`src/rtl/pipe_hazard_ctrl_if.sv`:
```
// pipe_hazard_ctrl_if: hazard inputs from ID/EX/MEM and pipeline stall/flush controls
interface pipe_hazard_ctrl_if #(parameter int RD_WIDTH = 5);
  logic [RD_WIDTH-1:0] rs1_id, rs2_id, rd_ex;
  logic rs1_used_id, rs2_used_id, mem_read_ex, branch_taken_ex, mem_req_mem, mem_ack;
  logic stall_pc, stall_if_id, flush_if_id, stall_id_ex, flush_id_ex, stall_ex_mem, mem_timeout;
  logic [1:0] state_o;
  modport master (
    output rs1_id, rs2_id, rd_ex, rs1_used_id, rs2_used_id, mem_read_ex, branch_taken_ex, mem_req_mem, mem_ack,
    input stall_pc, stall_if_id, flush_if_id, stall_id_ex, flush_id_ex, stall_ex_mem, mem_timeout, state_o
  );
  modport slave (
    input rs1_id, rs2_id, rd_ex, rs1_used_id, rs2_used_id, mem_read_ex, branch_taken_ex, mem_req_mem, mem_ack,
    output stall_pc, stall_if_id, flush_if_id, stall_id_ex, flush_id_ex, stall_ex_mem, mem_timeout, state_o
  );
endinterface

```
`src/rtl/pipe_hazard_ctrl.sv`:
```
// pipe_hazard_ctrl: stall/flush sequencer for load-use, data-bus wait and branch redirect
module pipe_hazard_ctrl #(
  parameter int RD_WIDTH = 5,
  parameter int REDIRECT_BUBBLES = 1,
  parameter int MEM_TIMEOUT = 255
) (
  input logic clk,
  input logic rst_n,
  pipe_hazard_ctrl_if.slave hz
);
  typedef enum logic [1:0] {RUN = 2'd0, MEM_WAIT = 2'd1, REDIRECT = 2'd2} state_t;
  state_t state_q, state_d;
  logic [1:0] rcnt_q, rcnt_d;
  logic [7:0] wcnt_q, wcnt_d;
  logic mem_timeout_q, mem_timeout_d;
  logic memwait, redir_like, redirect, loaduse, loaduse_v;
  // A wait entered from REDIRECT keeps rcnt nonzero, so the ack cycle still flushes IF/ID
  always_comb begin
    memwait = (state_q == MEM_WAIT) ? ~hz.mem_ack : hz.mem_req_mem & ~hz.mem_ack;
    redir_like = (state_q == REDIRECT) || (state_q == MEM_WAIT && rcnt_q != 2'd0);
    loaduse = hz.mem_read_ex & (hz.rd_ex != '0) &
              ((hz.rs1_used_id & (hz.rs1_id == hz.rd_ex)) | (hz.rs2_used_id & (hz.rs2_id == hz.rd_ex)));
    redirect = ~redir_like & ~memwait & hz.branch_taken_ex;
    loaduse_v = ~redir_like & ~memwait & ~hz.branch_taken_ex & loaduse;
    hz.stall_pc = rst_n & (memwait | loaduse_v);
    hz.stall_if_id = rst_n & (memwait | loaduse_v);
    hz.stall_id_ex = rst_n & memwait;
    hz.stall_ex_mem = rst_n & memwait;
    hz.flush_if_id = rst_n & (redirect | (redir_like & ~memwait));
    hz.flush_id_ex = rst_n & (redirect | loaduse_v);
    hz.state_o = state_q;
    hz.mem_timeout = mem_timeout_q;
    state_d = RUN;
    rcnt_d = rcnt_q;
    wcnt_d = memwait ? ((state_q != MEM_WAIT) ? 8'd0 : (wcnt_q == 8'hff) ? wcnt_q : wcnt_q + 8'd1) : wcnt_q;
    mem_timeout_d = mem_timeout_q | (memwait && state_q == MEM_WAIT && wcnt_d == 8'(MEM_TIMEOUT));
    if (memwait) begin
      state_d = MEM_WAIT;
    end else if (redirect) begin
      state_d = (REDIRECT_BUBBLES > 0) ? REDIRECT : RUN;
      rcnt_d = 2'(REDIRECT_BUBBLES);
    end else if (state_q == REDIRECT) begin
      state_d = (rcnt_q == 2'd1) ? RUN : REDIRECT;
      rcnt_d = rcnt_q - 2'd1;
    end else if (redir_like) begin
      state_d = REDIRECT;
    end
  end
  always_ff @(posedge clk or negedge rst_n) begin
    if (!rst_n) begin
      state_q <= RUN;
      rcnt_q <= 2'd0;
      wcnt_q <= 8'd0;
      mem_timeout_q <= 1'b0;
    end else begin
      state_q <= state_d;
      rcnt_q <= rcnt_d;
      wcnt_q <= wcnt_d;
      mem_timeout_q <= mem_timeout_d;
    end
  end
endmodule

```
`src/flat_wrapper.sv`:
```
// flat-port wrapper written by rule: the top's interface ports become plain ports
module pipe_hazard_ctrl_flat 
#(
  parameter int RD_WIDTH = 5,
  parameter int REDIRECT_BUBBLES = 1,
  parameter int MEM_TIMEOUT = 255
)
  (clk, rst_n, hz_rs1_id, hz_rs2_id, hz_rd_ex, hz_rs1_used_id, hz_rs2_used_id, hz_mem_read_ex, hz_branch_taken_ex, hz_mem_req_mem, hz_mem_ack, hz_stall_pc, hz_stall_if_id, hz_flush_if_id, hz_stall_id_ex, hz_flush_id_ex, hz_stall_ex_mem, hz_mem_timeout, hz_state_o);
  pipe_hazard_ctrl_if #(.RD_WIDTH(RD_WIDTH)) hz_i ();
  input logic clk;
  input logic rst_n;
  input wire logic [$bits(hz_i.rs1_id)-1:0] hz_rs1_id;
  input wire logic [$bits(hz_i.rs2_id)-1:0] hz_rs2_id;
  input wire logic [$bits(hz_i.rd_ex)-1:0] hz_rd_ex;
  input wire logic [$bits(hz_i.rs1_used_id)-1:0] hz_rs1_used_id;
  input wire logic [$bits(hz_i.rs2_used_id)-1:0] hz_rs2_used_id;
  input wire logic [$bits(hz_i.mem_read_ex)-1:0] hz_mem_read_ex;
  input wire logic [$bits(hz_i.branch_taken_ex)-1:0] hz_branch_taken_ex;
  input wire logic [$bits(hz_i.mem_req_mem)-1:0] hz_mem_req_mem;
  input wire logic [$bits(hz_i.mem_ack)-1:0] hz_mem_ack;
  output wire logic [$bits(hz_i.stall_pc)-1:0] hz_stall_pc;
  output wire logic [$bits(hz_i.stall_if_id)-1:0] hz_stall_if_id;
  output wire logic [$bits(hz_i.flush_if_id)-1:0] hz_flush_if_id;
  output wire logic [$bits(hz_i.stall_id_ex)-1:0] hz_stall_id_ex;
  output wire logic [$bits(hz_i.flush_id_ex)-1:0] hz_flush_id_ex;
  output wire logic [$bits(hz_i.stall_ex_mem)-1:0] hz_stall_ex_mem;
  output wire logic [$bits(hz_i.mem_timeout)-1:0] hz_mem_timeout;
  output wire logic [$bits(hz_i.state_o)-1:0] hz_state_o;
  assign hz_i.rs1_id = hz_rs1_id;
  assign hz_i.rs2_id = hz_rs2_id;
  assign hz_i.rd_ex = hz_rd_ex;
  assign hz_i.rs1_used_id = hz_rs1_used_id;
  assign hz_i.rs2_used_id = hz_rs2_used_id;
  assign hz_i.mem_read_ex = hz_mem_read_ex;
  assign hz_i.branch_taken_ex = hz_branch_taken_ex;
  assign hz_i.mem_req_mem = hz_mem_req_mem;
  assign hz_i.mem_ack = hz_mem_ack;
  assign hz_stall_pc = hz_i.stall_pc;
  assign hz_stall_if_id = hz_i.stall_if_id;
  assign hz_flush_if_id = hz_i.flush_if_id;
  assign hz_stall_id_ex = hz_i.stall_id_ex;
  assign hz_flush_id_ex = hz_i.flush_id_ex;
  assign hz_stall_ex_mem = hz_i.stall_ex_mem;
  assign hz_mem_timeout = hz_i.mem_timeout;
  assign hz_state_o = hz_i.state_o;
  pipe_hazard_ctrl #(.RD_WIDTH(RD_WIDTH), .REDIRECT_BUBBLES(REDIRECT_BUBBLES), .MEM_TIMEOUT(MEM_TIMEOUT)) u_core (.clk(clk), .rst_n(rst_n), .hz(hz_i));
endmodule
```
`config.mk`:
```
export PLATFORM = sky130hd
export DESIGN_NAME = pipe_hazard_ctrl_flat
export DESIGN_NICKNAME = d
export VERILOG_FILES = /design/src/rtl/pipe_hazard_ctrl_if.sv /design/src/rtl/pipe_hazard_ctrl.sv /design/src/flat_wrapper.sv
export SDC_FILE = /design/constraint.sdc
export NUM_CORES = 1
export LEC_CHECK = 0
export CAP_MARGIN = 15
export CORE_UTILIZATION = 40
export DETAILED_ROUTE_END_ITERATION = 16
export PLACE_DENSITY_LB_ADDON = 0.05
export SLEW_MARGIN = 20
export SYNTH_ARGS = -nofsm -noshare
export SYNTH_HDL_FRONTEND = slang
export SYNTH_SLANG_ARGS = --single-unit
```
`constraint.sdc`:
```
create_clock -name clk -period 2.6 [get_ports clk]
set_input_delay 0.52 -clock clk [delete_from_list [all_inputs] [get_ports clk]]
set_output_delay 0.52 -clock clk [all_outputs]
set_load 0.1 [all_outputs]
```
### Word level (Yosys, flattened, before mapping)

Cells that the tools add are included.

| word-level totals | value |
|---|---|
| input port bits | 23 |
| register bits after elaboration | 13 |
| output and inout bits | 9 |

| operators by class | value |
|---|---|
| muxes and demuxes | 11 |
| add/sub/neg operators | 2 |
| bitwise gates (word level) | 23 |
| equality and inequality tests | 8 |
| reduce and logical (&&, ||, !) cells | 8 |

Operator list:

| kind | number |
|---|---|
| $mux W8 | 3 |
| $eq A8 B8 Y1 const B | 2 |
| $and A1 B1 Y1 | 14 |
| $mux W2 | 7 |
| $eq A5 B5 Y1 | 2 |
| $add A8 B1 Y8 const B | 1 |
| $or A1 B1 Y1 | 5 |
| $reduce_bool A5 Y1 | 1 |
| $eq A2 B1 Y1 const B | 2 |
| $not A1 Y1 | 4 |
| $reduce_bool A2 Y1 | 2 |
| $logic_and A1 B1 Y1 | 3 |
| $eq A2 B2 Y1 const B | 1 |
| $ne A2 B1 Y1 const B | 1 |
| $reduce_and A2 Y1 | 1 |
| $sub A2 B1 Y2 const B | 1 |
| $logic_or A1 B1 Y1 | 1 |
| $mux W1 | 1 |

### Depth between registers and ports, before layout

| logic depth | value |
|---|---|
| depth in word-level cells | 9 |
| depth in mapped cells | 7 |
| gate-level depth less buffers | 6 |

### Worst setup path before layout

No wires, ideal clock.

| timing path | value |
|---|---|
| kind | flip-flop to output port |
| start point | register u_core.state_q[0] (netlist: u_core.hz.state_o[0]) |
| end point | output port hz_stall_pc |
| setup slack | -2.205 ns |
| data required time | 2.080 ns |
| cell stages (with the launch flop) | 6 |
| arrival | 4.285 ns |
| cells stage by stage | dfrtp_1 > nor2b_1 > o21bai_1 > clkbuf_1 > o21ai_0 > buf_4 |

| between the ends | value |
|---|---|
| longest elaborated chain between the ends | 9 |
| elaborated cells between the ends (all ways) | 12 |

Ends and longest elaborated chain:

| element | RTL line | source |
|---|---|---|
| start: declaration | pipe_hazard_ctrl.sv:12 | `state_t state_q, state_d;` |
| start signal: assignment | pipe_hazard_ctrl.sv:56 | `state_q <= state_d;` |
| $eq A2 B1 Y1 | pipe_hazard_ctrl.sv:19, pipe_hazard_ctrl.sv:20 |  |
| $logic_and A1 B1 Y1 | pipe_hazard_ctrl.sv:20 | `redir_like = (state_q == REDIRECT) \|\| (state_q == MEM_WAIT && rcnt_q != 2'd0);` |
| $logic_or A1 B1 Y1 | pipe_hazard_ctrl.sv:20 |  |
| $not A1 Y1 | pipe_hazard_ctrl.sv:24 | `loaduse_v = ~redir_like & ~memwait & ~hz.branch_taken_ex & loaduse;` |
| $and A1 B1 Y1 (3 in a row) | pipe_hazard_ctrl.sv:24 |  |
| $or A1 B1 Y1 (*) | - |  |
| $and A1 B1 Y1 (*) | - |  |
| end: declaration | flat_wrapper.sv:21 | `output wire logic [$bits(hz_i.stall_pc)-1:0] hz_stall_pc;` |

Every way passes the cells marked *; elsewhere a longest branch is shown, timed or not.

### Worst setup path in the final report

| timing path | value |
|---|---|
| start point | register u_core.state_q[0] (netlist: u_core.hz.state_o[0]) |
| end point | output port hz_stall_pc |

| between the ends | value |
|---|---|
| longest elaborated chain between the ends | 9 |
| elaborated cells between the ends (all ways) | 12 |

Ends and longest elaborated chain:

| element | RTL line | source |
|---|---|---|
| $eq A2 B1 Y1 | pipe_hazard_ctrl.sv:19, pipe_hazard_ctrl.sv:20 |  |
| $logic_and A1 B1 Y1 | pipe_hazard_ctrl.sv:20 |  |
| $logic_or A1 B1 Y1 | pipe_hazard_ctrl.sv:20 |  |
| $not A1 Y1 | pipe_hazard_ctrl.sv:24 |  |
| $and A1 B1 Y1 (3 in a row) | pipe_hazard_ctrl.sv:24 |  |
| $or A1 B1 Y1 (*) | pipe_hazard_ctrl.sv:25 | `hz.stall_pc = rst_n & (memwait \| loaduse_v);` |
| $and A1 B1 Y1 (*) | pipe_hazard_ctrl.sv:25 |  |

Marked as above.

==> flow_summary.yaml <==
hold_path:
  hold_end: "u_core.hz.mem_timeout"
  min_delay_path_depth: 1
  min_from: "u_core.hz.mem_timeout"
  min_path_type: "flip-flop to flip-flop"
sta:
  worst_slew_pin_slew_ps: 386
  max_freq_ghz: 0.374
  setup_viol: 3
  fin_tns_setup_ps: -205
  rsz0062_at_grt: "yes"
  min_period_ps: 2680
  drv_slew: 0
  slew_headroom_pct: 74.0
  finalClockSkew_ps: 12.0
  period_share_pct: 103
  setup_ws_ps: -77.0
  finalHoldViolCount: 0
global_routing:
  gr-usage-met2_pct: 40.4
  busiest_layer: "met2"
  grt.total_usage_pct: 23.9
  grt_pass1_vias: 981
  overflow: 0
  grt_max_degree: 14
  antenna_found_initial: 0
  grt_pass1_wl_um: 4490
  grt_util_met3_pct: 6.36
  grt_use_met1_pct: 29.8
critical_path:
  crit_path_max_fanout: 2
  path_cells: "nor2b_4 > nor2b_4 > or3_4 > a2111o_1 > o21ai_4 > buf_12"
  cpLargestDelayFamily: "simple AND/OR/NAND/NOR gates"
  startpoint_type: "flip-flop"
  regToRegEndpoint: "u_core.hz.mem_timeout"
  critPathBufInv: 1
  reg2reg_from: "u_core.hz.state_o[0]"
  worstPathRequired_ps: 2080
  arrival_ps: 2160
  cpPeakStageDelay_ps: 490
  reg2reg_depth: 7
  slowest_stage: "dfrtp_4"
  worst_setup_path_end_kind: "primary output"
  r2r_slack_ps: 500
  cpMostUsedCell: "nor2b_4"
  path_class: "flip-flop to primary output"
die:
  die_x_um: 50.5
  rows: 17
  core_um2: 2210
  fp.dieH_um: 50.5
  io_pins: 32
  die_area_um2: 2550
  start_util_pct: 42.5
cells_and_area:
  most-common-layout-cells: "buf_4 (16), dfrtp_1 (11), clkdlybuf4s50_1 (9), xor2_1 (8), dlygate4sd2_1 (8)"
  final_common_cell: "buf_4"
  antenna_cells: 0
  fin_util_pct: 67.4
  n_fill_cell: 195
  nets: 179
  drive_gt1_share_pct: 27.6
  syn_to_final_growth_pct: 58.4
routing:
  postRouteAntennaNets: 0
  wl_per_cell_um: 15.1
  via_per_inst: 5.44
  drc: 0
  first_pass_iters: 4
  drt_wl_total_um: 2720
  first_iter_violations: 12
  vias: 980
power_and_ir_drop:
  cellLeakagePower_nw: 0.659
  finalPower_mw: 0.778
  ir_drop_v: 0.000383
  pwr_density_cell_nw_per_um2: 522
logic_synthesis:
  ys.flop_type: "dfrtp_1"
  yosysTopAreaCell: "dfrtp_1"
  ys_seq_area_share_pct: 34.6
  synth.distinct_cells: 37
  synth_nets: 135
  yosysWarnings: 0
  synth_edf_count: 0
  synth_top_area_share_pct: 34.6
  synthArstFlopShare_pct: 100
  netlist_instances: 109
  syn_avg_cell_area_um2: 8.63
  synth_area_um2: 941
  netlist_top_cells_area: "dfrtp_1 (35%), xor2_1 (7.4%), o21ai_0 (4.8%)"
  ys_ff_latch: 13
placed_design:
  dpl.hpwl_um: 2030
  place_congestion: 0.875
  io_buffers: 31
clocking:
  cts_root_buf: "clkbuf_4"
  path_clk_slew_ps: 90
  cts-htree-levels: 1
  cts_num_sinks: 13
  numCtsBuffers: 3
  clock_tree.buffer_depth: 2
  clk_latency_ps: 290
  cts_tree: "yes"
flow_run:
  drv_cap: 0
outcome:
  status: "complete, but fails checks"
  violations: "setup timing"
## cells by family (layout without fill, tap and decap cells)
family / Yosys count / after routing / synth area share (%)
and+or+nand+nor: 44 / 44 / 26.2
DFF: 13 / 13 / 34.6
xor gates and xnor gates: 11 / 11 / 10.2
buffers and inverters: 11 / 54 / 5.45
adders and majority gates: 3 / 3 / 3.99
AOI/OAI and AO/OA: 27 / 27 / 19.5
## per-stage QoR
| stage | hold WS [ps] | instances | instance area, um2 | setup slack [ps] |
|---|---|---|---|---|
| after floorplan | 224 | 109 | 995 | -210 |
| final | 481 | 180 | 1490 | -77.0 |
| after global placement | 454 | 172 | 1420 | -276 |
| after global routing | 512 | 180 | 1490 | -127 |
| after CTS | 488 | 180 | 1480 | -78.2 |
| after detailed placement | 466 | 172 | 1420 | -351 |
## routing by layer
metal	routed length [um]	share of wire, %
met1	1230	45
met2	1330	49
met3	131	4.8
met4	20	0.74
met5	0	0
## cells in the mapped netlist, drive strengths merged (2+ instances only)
library cell,instances
ha,3
or4,2
xnor2,3
nand4,2
a31oi,4
nor2b,4
o21ai,9
o211ai,2
nor2,5
nand3,5
dfrtp,13
inv,6
and3,3
nand2,7
xor2,8
nor4,4
buf,4
nor3,5
a21oi,4
## worst max path at each step
| stage | from | end | slack (ps) | cells past startpoint |
|---|---|---|---|---|
| detailed placement | hz_rd_ex[3] | hz_stall_pc | -350 | 7 |
| floorplan | u_core.hz.state_o[0] | hz_stall_pc | -210 | 6 |
| finish | u_core.hz.state_o[0] | hz_stall_pc | -80 | 6 |
| CTS | u_core.hz.state_o[0] | hz_stall_pc | -80 | 6 |
| global route | hz_rd_ex[3] | hz_stall_pc | -130 | 7 |
| global placement | hz_rd_ex[3] | hz_stall_if_id | -280 | 7 |
## sequential cells by signal (all words and copies together), names as in the netlist
name	count
u_core.hz.mem_timeout	1
u_core.hz.state_o	2
u_core.wcnt_q	8
u_core.rcnt_q	2
## cell type report
class / instances / area [um2] / area share (%)
Sequential cell: 13 / 333 / 22.3
Clock inverter: 1 / 5.00 / 0.336
Timing Repair Buffer: 44 / 445 / 29.9
Inverter: 6 / 22.5 / 1.51
Clock buffer: 3 / 22.5 / 1.51
Multi-Input combinational cell: 85 / 627 / 42.1
Tap cell: 28 / 35.0 / 2.35
## what timing repair did
| item | 4_1_cts | 5_1_grt |
|---|---|---|
| gates resized for setup | 21 | 7 |
| hold buffers | 0 | 0 |
| cloned | 0 | 0 |
| pin swaps | 7 | 6 |
| setup endpoints to repair | 3 | 3 |
| setup buffers | 4 | 0 |
## power breakdown
group,internal [mW],switching (mW)
Combinational,0.160,0.231
Sequential,0.231,0.0255
Clock,0.0572,0.0742
Power figures use the tool's default switching activity.
